## src/rtl/multicycle_control.sv

```systemverilog
`default_nettype none
// ============================================================================
// Module  : multicycle_control
// Brief   : Fetch/decode/execute/memory sequencer for the multicycle CPU.
// Revision: 1.0
// ============================================================================
module multicycle_control #(
  parameter int WIDTH_OPCODE = 4,
  parameter int ALU_OP_WIDTH = 2,
  parameter int COUNT_WIDTH  = 16
) (
  input  logic                    clock,
  input  logic                    resetn,
  input  logic                    run,
  input  logic [WIDTH_OPCODE-1:0] opcode,
  input  logic                    alu_zero,
  input  logic                    mem_ready,
  output logic                    mem_req,
  output logic                    mem_we,
  output logic                    addr_sel,
  output logic                    ir_load,
  output logic                    pc_inc,
  output logic                    pc_load,
  output logic                    reg_write,
  output logic [1:0]              wb_sel,
  output logic [ALU_OP_WIDTH-1:0] alu_op,
  output logic                    halted,
  output logic                    illegal,
  output logic [COUNT_WIDTH-1:0]  instr_count
);

  typedef enum logic [2:0] {
    S_IDLE   = 3'd0,
    S_FETCH  = 3'd1,
    S_DECODE = 3'd2,
    S_EXEC   = 3'd3,
    S_MEM    = 3'd4,
    S_HALT   = 3'd5
  } state_t;

  localparam logic [WIDTH_OPCODE-1:0] c_OP_NOP  = WIDTH_OPCODE'(0);
  localparam logic [WIDTH_OPCODE-1:0] c_OP_MV   = WIDTH_OPCODE'(1);
  localparam logic [WIDTH_OPCODE-1:0] c_OP_MVI  = WIDTH_OPCODE'(2);
  localparam logic [WIDTH_OPCODE-1:0] c_OP_ADD  = WIDTH_OPCODE'(3);
  localparam logic [WIDTH_OPCODE-1:0] c_OP_SUB  = WIDTH_OPCODE'(4);
  localparam logic [WIDTH_OPCODE-1:0] c_OP_AND  = WIDTH_OPCODE'(5);
  localparam logic [WIDTH_OPCODE-1:0] c_OP_LD   = WIDTH_OPCODE'(6);
  localparam logic [WIDTH_OPCODE-1:0] c_OP_ST   = WIDTH_OPCODE'(7);
  localparam logic [WIDTH_OPCODE-1:0] c_OP_JMP  = WIDTH_OPCODE'(8);
  localparam logic [WIDTH_OPCODE-1:0] c_OP_BZ   = WIDTH_OPCODE'(9);
  localparam logic [WIDTH_OPCODE-1:0] c_OP_HALT = WIDTH_OPCODE'(15);

  state_t                 r_state;
  logic [COUNT_WIDTH-1:0] r_count;

  logic w_is_nop;
  logic w_is_ldst;
  logic w_is_halt;
  logic w_is_illegal;
  logic w_retire;

  always_comb begin
    w_is_nop     = 1'b0;
    w_is_ldst    = 1'b0;
    w_is_halt    = 1'b0;
    w_is_illegal = 1'b0;
    case (opcode)
      c_OP_NOP:                  w_is_nop  = 1'b1;
      c_OP_LD, c_OP_ST:          w_is_ldst = 1'b1;
      c_OP_HALT:                 w_is_halt = 1'b1;
      c_OP_MV, c_OP_MVI, c_OP_ADD, c_OP_SUB,
      c_OP_AND, c_OP_JMP, c_OP_BZ: ;
      default:                   w_is_illegal = 1'b1;
    endcase
  end

  // HALT retires on entry; NOP/illegal retire straight out of DECODE.
  assign w_retire = ((r_state == S_DECODE) && (w_is_nop || w_is_illegal || w_is_halt)) ||
                    (r_state == S_EXEC) ||
                    ((r_state == S_MEM) && mem_ready);

  always_ff @(posedge clock) begin
    if (!resetn) begin
      r_state <= S_IDLE;
      r_count <= '0;
    end else begin
      if (w_retire) r_count <= r_count + COUNT_WIDTH'(1);
      case (r_state)
        S_IDLE:   if (run) r_state <= S_FETCH;
        S_FETCH:  if (mem_ready) r_state <= S_DECODE;
        S_DECODE: begin
          if (w_is_halt)      r_state <= S_HALT;
          else if (w_is_ldst) r_state <= S_MEM;
          else if (w_is_nop || w_is_illegal) r_state <= S_FETCH;
          else                r_state <= S_EXEC;
        end
        S_EXEC:   r_state <= S_FETCH;
        S_MEM:    if (mem_ready) r_state <= S_FETCH;
        S_HALT:   if (!run) r_state <= S_IDLE;
        default:  r_state <= S_IDLE;
      endcase
    end
  end

  assign instr_count = r_count;

  always_comb begin
    mem_req   = 1'b0;
    mem_we    = 1'b0;
    addr_sel  = 1'b0;
    ir_load   = 1'b0;
    pc_inc    = 1'b0;
    pc_load   = 1'b0;
    reg_write = 1'b0;
    wb_sel    = 2'd0;
    alu_op    = '0;
    halted    = 1'b0;
    illegal   = 1'b0;
    case (r_state)
      S_FETCH: begin
        mem_req = 1'b1;
        if (mem_ready) begin
          ir_load = 1'b1;
          pc_inc  = 1'b1;
        end
      end
      S_DECODE: illegal = w_is_illegal;
      S_EXEC: begin
        case (opcode)
          c_OP_MV:  begin reg_write = 1'b1; wb_sel = 2'd1; end
          c_OP_MVI: begin reg_write = 1'b1; wb_sel = 2'd2; end
          c_OP_ADD: begin reg_write = 1'b1; alu_op = ALU_OP_WIDTH'(0); end
          c_OP_SUB: begin reg_write = 1'b1; alu_op = ALU_OP_WIDTH'(1); end
          c_OP_AND: begin reg_write = 1'b1; alu_op = ALU_OP_WIDTH'(2); end
          c_OP_JMP: pc_load = 1'b1;
          c_OP_BZ:  pc_load = alu_zero;
          default: ;
        endcase
      end
      S_MEM: begin
        // Address/direction stay constant for the whole wait so memory sees a stable request.
        mem_req  = 1'b1;
        addr_sel = 1'b1;
        mem_we   = (opcode == c_OP_ST);
        if (mem_ready && (opcode == c_OP_LD)) begin
          reg_write = 1'b1;
          wb_sel    = 2'd3;
        end
      end
      S_HALT: halted = 1'b1;
      default: ;
    endcase
  end

endmodule
`default_nettype wire

```

## config.mk

```make
export PLATFORM = sky130hd
export DESIGN_NAME = multicycle_control
export DESIGN_NICKNAME = d
export VERILOG_FILES = /design/src/rtl/multicycle_control.sv
export SDC_FILE = /design/constraint.sdc
export NUM_CORES = 1
export LEC_CHECK = 0
export CAP_MARGIN = 20
export CORE_ASPECT_RATIO = 0.9
export CORE_MARGIN = 4
export CORE_UTILIZATION = 45
export DETAILED_ROUTE_END_ITERATION = 8
export GPL_ROUTABILITY_DRIVEN = 0
export PLACE_DENSITY_LB_ADDON = 0.08
export SYNTH_ARGS = -nofsm -noshare
export SYNTH_HDL_FRONTEND = slang
export SYNTH_SLANG_ARGS = --single-unit
```

## constraint.sdc

```tcl
create_clock -name clock -period 2.4 [get_ports clock]
set_input_delay 0.36 -clock clock [delete_from_list [all_inputs] [get_ports clock]]
set_output_delay 0.36 -clock clock [all_outputs]
set_load 0.02 [all_outputs]
```

Word level (Yosys, flattened, before mapping):

Cells that the tools add are included.

* bits of input ports: 9
* register bits: 19

* reductions and logical operators: 14
* eq/ne operators: 19
* add/subtract/negate cells: 1
* multiplexer cells: 29

Operators with widths (count)
* $mux 3: 6
* $pmux 3 s6: 1
* $add 16x1->16 const B: 1
* $eq 4x3->1 const B: 4
* $mux 1: 14
* $eq 4x4->1 const B: 3
* $pmux 2 s2: 3
* $reduce_or 11->1: 1
* $eq 4x2->1 const B: 2
* $ne 2x2->1 const B: 4
* $eq 3x2->1 const B: 2
* $eq 3x3->1 const B: 2
* $mux 2: 3
* $reduce_or 5->1: 1
* $eq 4x1->1 const B: 1
* $logic_not 4->1: 1
* $logic_or 1x1->1: 4
* $pmux 1 s2: 2
* $reduce_and 4->1: 1
* $reduce_or 2->1: 2
* $eq 3x1->1 const B: 1
* $logic_and 1x1->1: 3
* $logic_not 3->1: 1

Logic depth before layout (Yosys ltp):

Gate-level depths: netlist of run 1.

* word-level depth: 8
* gate-level depth with buffers: 7

Worst setup path before layout of run 1:

No wires, ideal clock.

* path kind: register to output
* start: reg r_state[2]
* end: out reg_write
* path slack: 0.429 ns
* cell stages (with the launch flop): 6
* data required time: 2.040 ns
* arrival time: 1.611 ns
* cell sequence: dfxtp_1 -> clkbuf_1 -> nand2b_1 -> nor4_1 -> nand2_1 -> o21ai_0

* word-level cells in the longest chain between the ends: 2
* elaborated cells between the ends (all ways): 3
* classes of those cells: eq/ne: 2; mux: 1

Ends and longest elaborated chain
* from (decl): RTL line 53 `state_t r_state;`
* from (signal assigned): RTL line 84 `r_state <= S_IDLE;`
* from (signal assigned): RTL line 89 `S_IDLE: if (run) r_state <= S_FETCH;`
* from (signal assigned): RTL line 90 `S_FETCH: if (mem_ready) r_state <= S_DECODE;`
* $eq 3x3->1 or $eq 3x2->1 (tied branches): RTL line 119 `case (r_state)`
* $pmux 1 s2 (*): RTL line 119
* to (decl): RTL line 24 `output logic reg_write,`

Every way passes the cells marked *; elsewhere a longest branch is shown, timed or not.

Worst setup path after layout of run 1:

* start: in opcode[3]
* end: out alu_op[1]

* word-level cells in the longest chain between the ends: 3
* elaborated cells between the ends (all ways): 4
* classes of those cells: eq/ne: 2; mux: 2

Ends and longest elaborated chain
* from (decl): RTL line 15 `input logic [WIDTH_OPCODE-1:0] opcode,`
* $eq 4x3->1: RTL line 129 `case (opcode)`
* $pmux 2 s2 (*): RTL line 129
* $mux 2 (*): RTL line 119
* to (decl): RTL line 26 `output logic [ALU_OP_WIDTH-1:0] alu_op,`

Marked as above.

==> impl_results.md, run 1 <==
* Status: complete, no violations
* Fin crit share at 95.2%
* Synth-to-layout area growth at 45.8%
* Die Width at 60.9 µm
* CP Max Fanout at 5
* YS warnings at 0
* WL/cell at 13.5 µm
* Most Crowded Layer GR: met2
* Clk Latency, worst-skew pair at between 0.2 and 0.3 ns
* CTS tree: yes
* RSZ-0062 raised after global routing: no
* Ant diodes at 0
* Grt met1 use at 27.0%
* Final Hold Vio Count at 0
* Min Clock Period, post-route at around 2.3 ns
* Leakage at approximately 0.68 nW
* Startpoint Class: input pin
* CTS Buf Count at 3
* Largest net degree at the start of global routing at 18
* Layout cells sized above 1 at between 10% and 20%
* Synth Net Count at between 150 and 200
* Cell variety after synth at 40
* Yosys top cell by area: dfxtp_1
* Final setup vio count at 0
* Vias in the first global route at 1,153
* WL final at 3050 µm
* Setup_tns at 0 ns
* DRT antenna net count at 0
* Setup Crit Path Kind: input pin to output pin
* Commonest cells after routing, fill and taps aside: clkdlybuf4s50_1, nor2_1, dfxtp_1, buf_4, o21ai_0
* Final Cell Area at around 1700 µm²
* Met3 Use GR at under 10%
* Tightest Pin Transition at a little under 0.5 ns
* CTS H-tree lvls at 1
* Total power at between 500 and 600 µW
* Die ar. at between 3000 and 4000 µm²
* Initial antenna violation count at 0
* CP endpoint kind: output pin
* DR pass1 iterations at 4
* PwrDens at around 350 nW/µm²
* Deepest clock path buffer count at 2
* Port bufs at 37
* Total congestion overflow at 0
* Clock root cell: clkbuf_4
* Dpl ws at -0.138 ns
* Commonest non-fill, non-tap cell in the layout: clkdlybuf4s50_1
* Die extent in y at between 50 and 60 µm
* Arr. time, crit path at approximately 1.9 ns
* Clock Sinks at 19
* Cell Rows at 16
* Relative slew slack at between 60 and 70%
* Gr usage total at between 10% and 20%
* Placeable Area at between 2000 and 2500 µm²
* FFs w/ async S/R, synth at 0%
* Max Cap Viol at 0
* NumNets Final at between 200 and 250
* Setup WS post-layout at 0.116 ns
* Share of the synthesized area in the top cell type at 33.6%
* DR iter-0 viols at 62
* Hold WC Path Type: register to register
* Critical path required time at 2.04 ns
* Remaining DRCs at 0
* Sequential area share after synthesis at approximately a third
* Post-CTS Repair Setup Buffers at 0
* Max Clock Skew at approximately 0.0049 ns
* First-pass GRT wire length at about 5000 µm
* Number of synthesized flops with an enable pin at 0
* Synthesized area per cell at 7.66 µm²
* Initial Utilization at 49.7%
* I/O pins at 38
* Via/cell ratio at ~5.6
* Seq cells post-synth at 19
* Cell area after placement at 1610 µm²
* DR vias at 1,252
* Clock Pin Slew Worst Setup and Hold Paths at 0.11 ns
* Final Slew Violations at 0
* Top FF cell, synth: dfxtp_1
* Max Fclk at ~440 MHz
* Synth Cell Area at 1130 µm²
* GR Util met2 at 29.0%
* Hold WS at roughly 0.53 ns
* Worst IR Drop VDD at 0.000376 V
* Syn Inst Count at between 100 and 150
* DP Wirelength at approximately 2300 µm
* Synth top area cells: dfxtp_1, nor2_1, xor2_1
==> cells in the mapped netlist (2+ instances only) <==
cell type and instances:
a211oi_1 3, a21oi_1 7, and3_1 2, buf_2 2, buf_6 2, clkbuf_1 2
dfxtp_1 19, inv_1 3, nand2_1 13, nand2b_1 3, nand3_1 3, nand4_1 2
nor2_1 25, nor2b_1 2, nor3_1 2, nor4_1 5, o2111ai_1 2, o211ai_1 2
o21a_1 2, o21ai_0 15, o32ai_1 2, or3_1 3, xor2_1 10
==> critical path, stage by stage <==
cell and delay (ns):
clkdlybuf4s50_1 0.51, nor2_1 0.24, nand2_1 0.10, nor2_1 0.10, clkdlybuf4s50_1 0.60
==> area by class of cell <==
type                    count  area, µm²
clock buffers               4       26.3
fillers                   188        629
inverters                   4       15.0
multi-input cells         117        693
flip-flops and latches     19        383
well taps                  27       33.8
repair buffers             54        502
==> per-layer routing <==
metal  routed length, µm  part of all wire, %
met1                1420                   47
met2                1400                   46
met3                 215                  7.1
met4                  12                 0.39
met5                   0                    0
==> path summary, 6_finish.rpt <==
check,start,to,slack [ns],cells past startpoint
worst max-delay path,opcode[3],alu_op[1],0.12,5
worst min-delay path,instr_count[13],instr_count[13],0.53,2
worst max register to register,r_state[0],instr_count[13],0.39,6
worst min register to register,instr_count[13],instr_count[13],0.53,2
==> metrics by stage <==
stage | cells | util (%)
after detailed placement | 221 | 70.7
after floorplan | 148 | -
after CTS | 225 | 71.6
after global placement | 221 | 70.7
after global routing | 225 | 72.4
final | 225 | 72.4
==> power breakdown <==
part / total, mW / leakage (nW) / switching [mW] / internal [mW]
clock: 0.160 / 0.0150 / 0.0955 / 0.0646
sequential: 0.326 / 0.154 / 0.00610 / 0.320
combinational: 0.0972 / 0.510 / 0.0504 / 0.0468
total: 0.583 / 0.679 / 0.152 / 0.431
==> registers in the layout (all words and copies together) (netlist names) <==
register / count
r_state: 3
instr_count: 16
==> repair_timing <==
action,CTS,global route
hold endpoints to repair,0,0
setup endpoints to repair,5,7
pin swaps,0,0
gates resized for setup,5,7
hold buffers,0,0
==> cell families (layout without fill, tap and decap cells) <==
group / after synthesis / after routing / share of synthesized area (%)
adder cells (fa/ha/maj): 1 / 1 / 1.10
multiplexers: 1 / 1 / 0.883
AO/OA/AOI/OAI: 37 / 37 / 20.6
AND/OR/NAND/NOR: 67 / 67 / 29.5
XOR/XNOR: 11 / 11 / 8.50
buffers and inverters: 12 / 62 / 5.85
flip-flops: 19 / 19 / 33.6
No activity file was read; power rests on OpenSTA's default activity.
==> run 2, diff against run 1 <==
- SETUP_SLACK_MARGIN: not set -> 0.15
- SLEW_MARGIN: not set -> 20
==> run 2 against run 1 <==
Non-clock buffer count is the same. Register-to-register slack is essentially flat. First-iteration DRC count shrank 8.1%. Hold slack gained 0.0051 ns. Maximum frequency grew 2.3%. Global-route usage is the same. Worst setup slack gained 0.050 ns. Flip-flop and latch count is the same. Sequential power is essentially flat. Critical endpoint is now instr_count[13]. Largest power group unchanged. Highest routed layer unchanged.
==> impl_results.md, run 2 (same netlist as run 1, synthesis figures left out) <==
* Status: complete, no violations
* Total congestion overflow at 0
* Min Clock Period, post-route at 2.23 ns
* Cell area after placement at 1610 µm²
* Gr usage total at a little under a fifth
* Port bufs at 37
* Max Used Layer: met4
* Commonest cells after routing, fill and taps aside: clkdlybuf4s50_1, nor2_1, dfxtp_1, buf_4, o21ai_0
* Relative slew slack at 66.3%
* CP startpoint: opcode[1]
* Setup WS post-layout at about 0.17 ns
* Max Clock Skew at between 0.006 and 0.007 ns
* Clock Pin Slew Worst Setup and Hold Paths at 0.11 ns
* Largest net degree at the start of global routing at 18
* CTS Buf Count at 3
* R2R Path Start: r_state[0]
* Initial Utilization at 49.7%
* WL/cell at ~13 µm
* DP Wirelength at between 2000 and 2500 µm
* RSZ-0062 raised after global routing: no
* Placeable Area at roughly 2300 µm²
* Hold WS at around 0.54 ns
* I/O pins at 38
* Post-CTS Repair Setup Buffers at 0
* Met1 Routed Length at 1490 µm
* Final Slew Violations at 0
* Final setup vio count at 0
* Startpoint Class: input pin
* NumNets Final at around 210
* Die Width at 60.9 µm
* Total power at a little under 600 µW
* Worst IR Drop VDD at 0.000376 V
* Min-delay src: instr_count[15]
* DRT antenna net count at 0
* Layout cells sized above 1 at 17.2%
* Clk Latency, worst-skew pair at 0.29 ns
* Hold WC Path Type: register to register
* Dpl ws at -0.138 ns
* DR iter-0 viols at 57
* Post-route non-filler standard cell count at 225
* Leakage at approximately 0.64 nW
* Max FFs per register at 16
* DR vias at ~1,200
* Via/cell ratio at 5.53
* Fin crit share at between 90 and 100%
* Arr. time, crit path at approximately 2.5 ns
* Max Cap Viol at 0
* Setup_tns at 0 ns
* First-pass GRT wire length at about 5100 µm
* Critical path required time at 2.63 ns
* Setup Crit Path Kind: input pin to register
* Vias in the first global route at 1,153
* CP Max Fanout at 9
* Final Hold Vio Count at 0
* Met3 wire length at approximately 160 µm
* Initial antenna violation count at 0
* Fin util at around 72%
* CTS H-tree lvls at 1
* Die ar. at 3390 µm²
* Die extent in y at between 50 and 60 µm
* Ant diodes at 0
* Tightest Pin Transition at about 0.50 ns
* Deepest clock path buffer count at 2
* DR pass1 iterations at 4
* Met2 Wirelength at around 1400 µm
* Final Cell Area at about 1700 µm²
* CTS tree: yes
* Synth-to-layout area growth at 45.7%
* Clock Sinks at 19
* Clock root cell: clkbuf_4
* WL final at about 3000 µm
* Remaining DRCs at 0
* CP endpoint kind: register
* Commonest non-fill, non-tap cell in the layout: clkdlybuf4s50_1
* Max Fclk at 448 MHz
* PwrDens at 353 nW/µm²
* Placed Cells at 221
* Cell Rows at 16
## run 2: layout make-up
class / count / area [µm²]
repair buffers: 54 / 482
multi-input cells: 117 / 712
inverters: 4 / 15.0
flip-flops and latches: 19 / 383
clock buffers: 4 / 26.3
well taps: 27 / 33.8
fillers: 189 / 631
## run 2: report_power, final
part	leakage, nW	internal, mW	switching [mW]	total (mW)
sequential	0.154	0.320	0.00589	0.326
combinational	0.472	0.0458	0.0519	0.0977
clock	0.0150	0.0646	0.0958	0.160
## run 2: what timing repair did
item                                    4_1_cts  5_1_grt
gates resized for setup                      11       17
endpoints found under the setup margin       10       13
hold buffers                                  0        0
pin swaps                                     0        0
## run 2: worst max-delay path, cell delays in order
cell             delay [ns]
clkdlybuf4s50_1        0.45
buf_4                  0.18
or4_4                  0.55
a21oi_4                0.18
o21ai_2                0.10
or4_1                  0.50
a21oi_2                0.14
## run 2: path summary, 6_finish.rpt
check	endpoint	slack [ns]	cells after the start
setup reg to reg	instr_count[13]	0.38	6
setup / recovery	instr_count[13]	0.17	7
hold reg to reg	instr_count[15]	0.54	2
hold / removal	instr_count[15]	0.54	2
## run 2: layer usage
metal	track usage, %	vias up
met2	29.0	29
met5	0	-
met4	1.55	0
met3	5.80	2
met1	27.0	589
li1	-	624
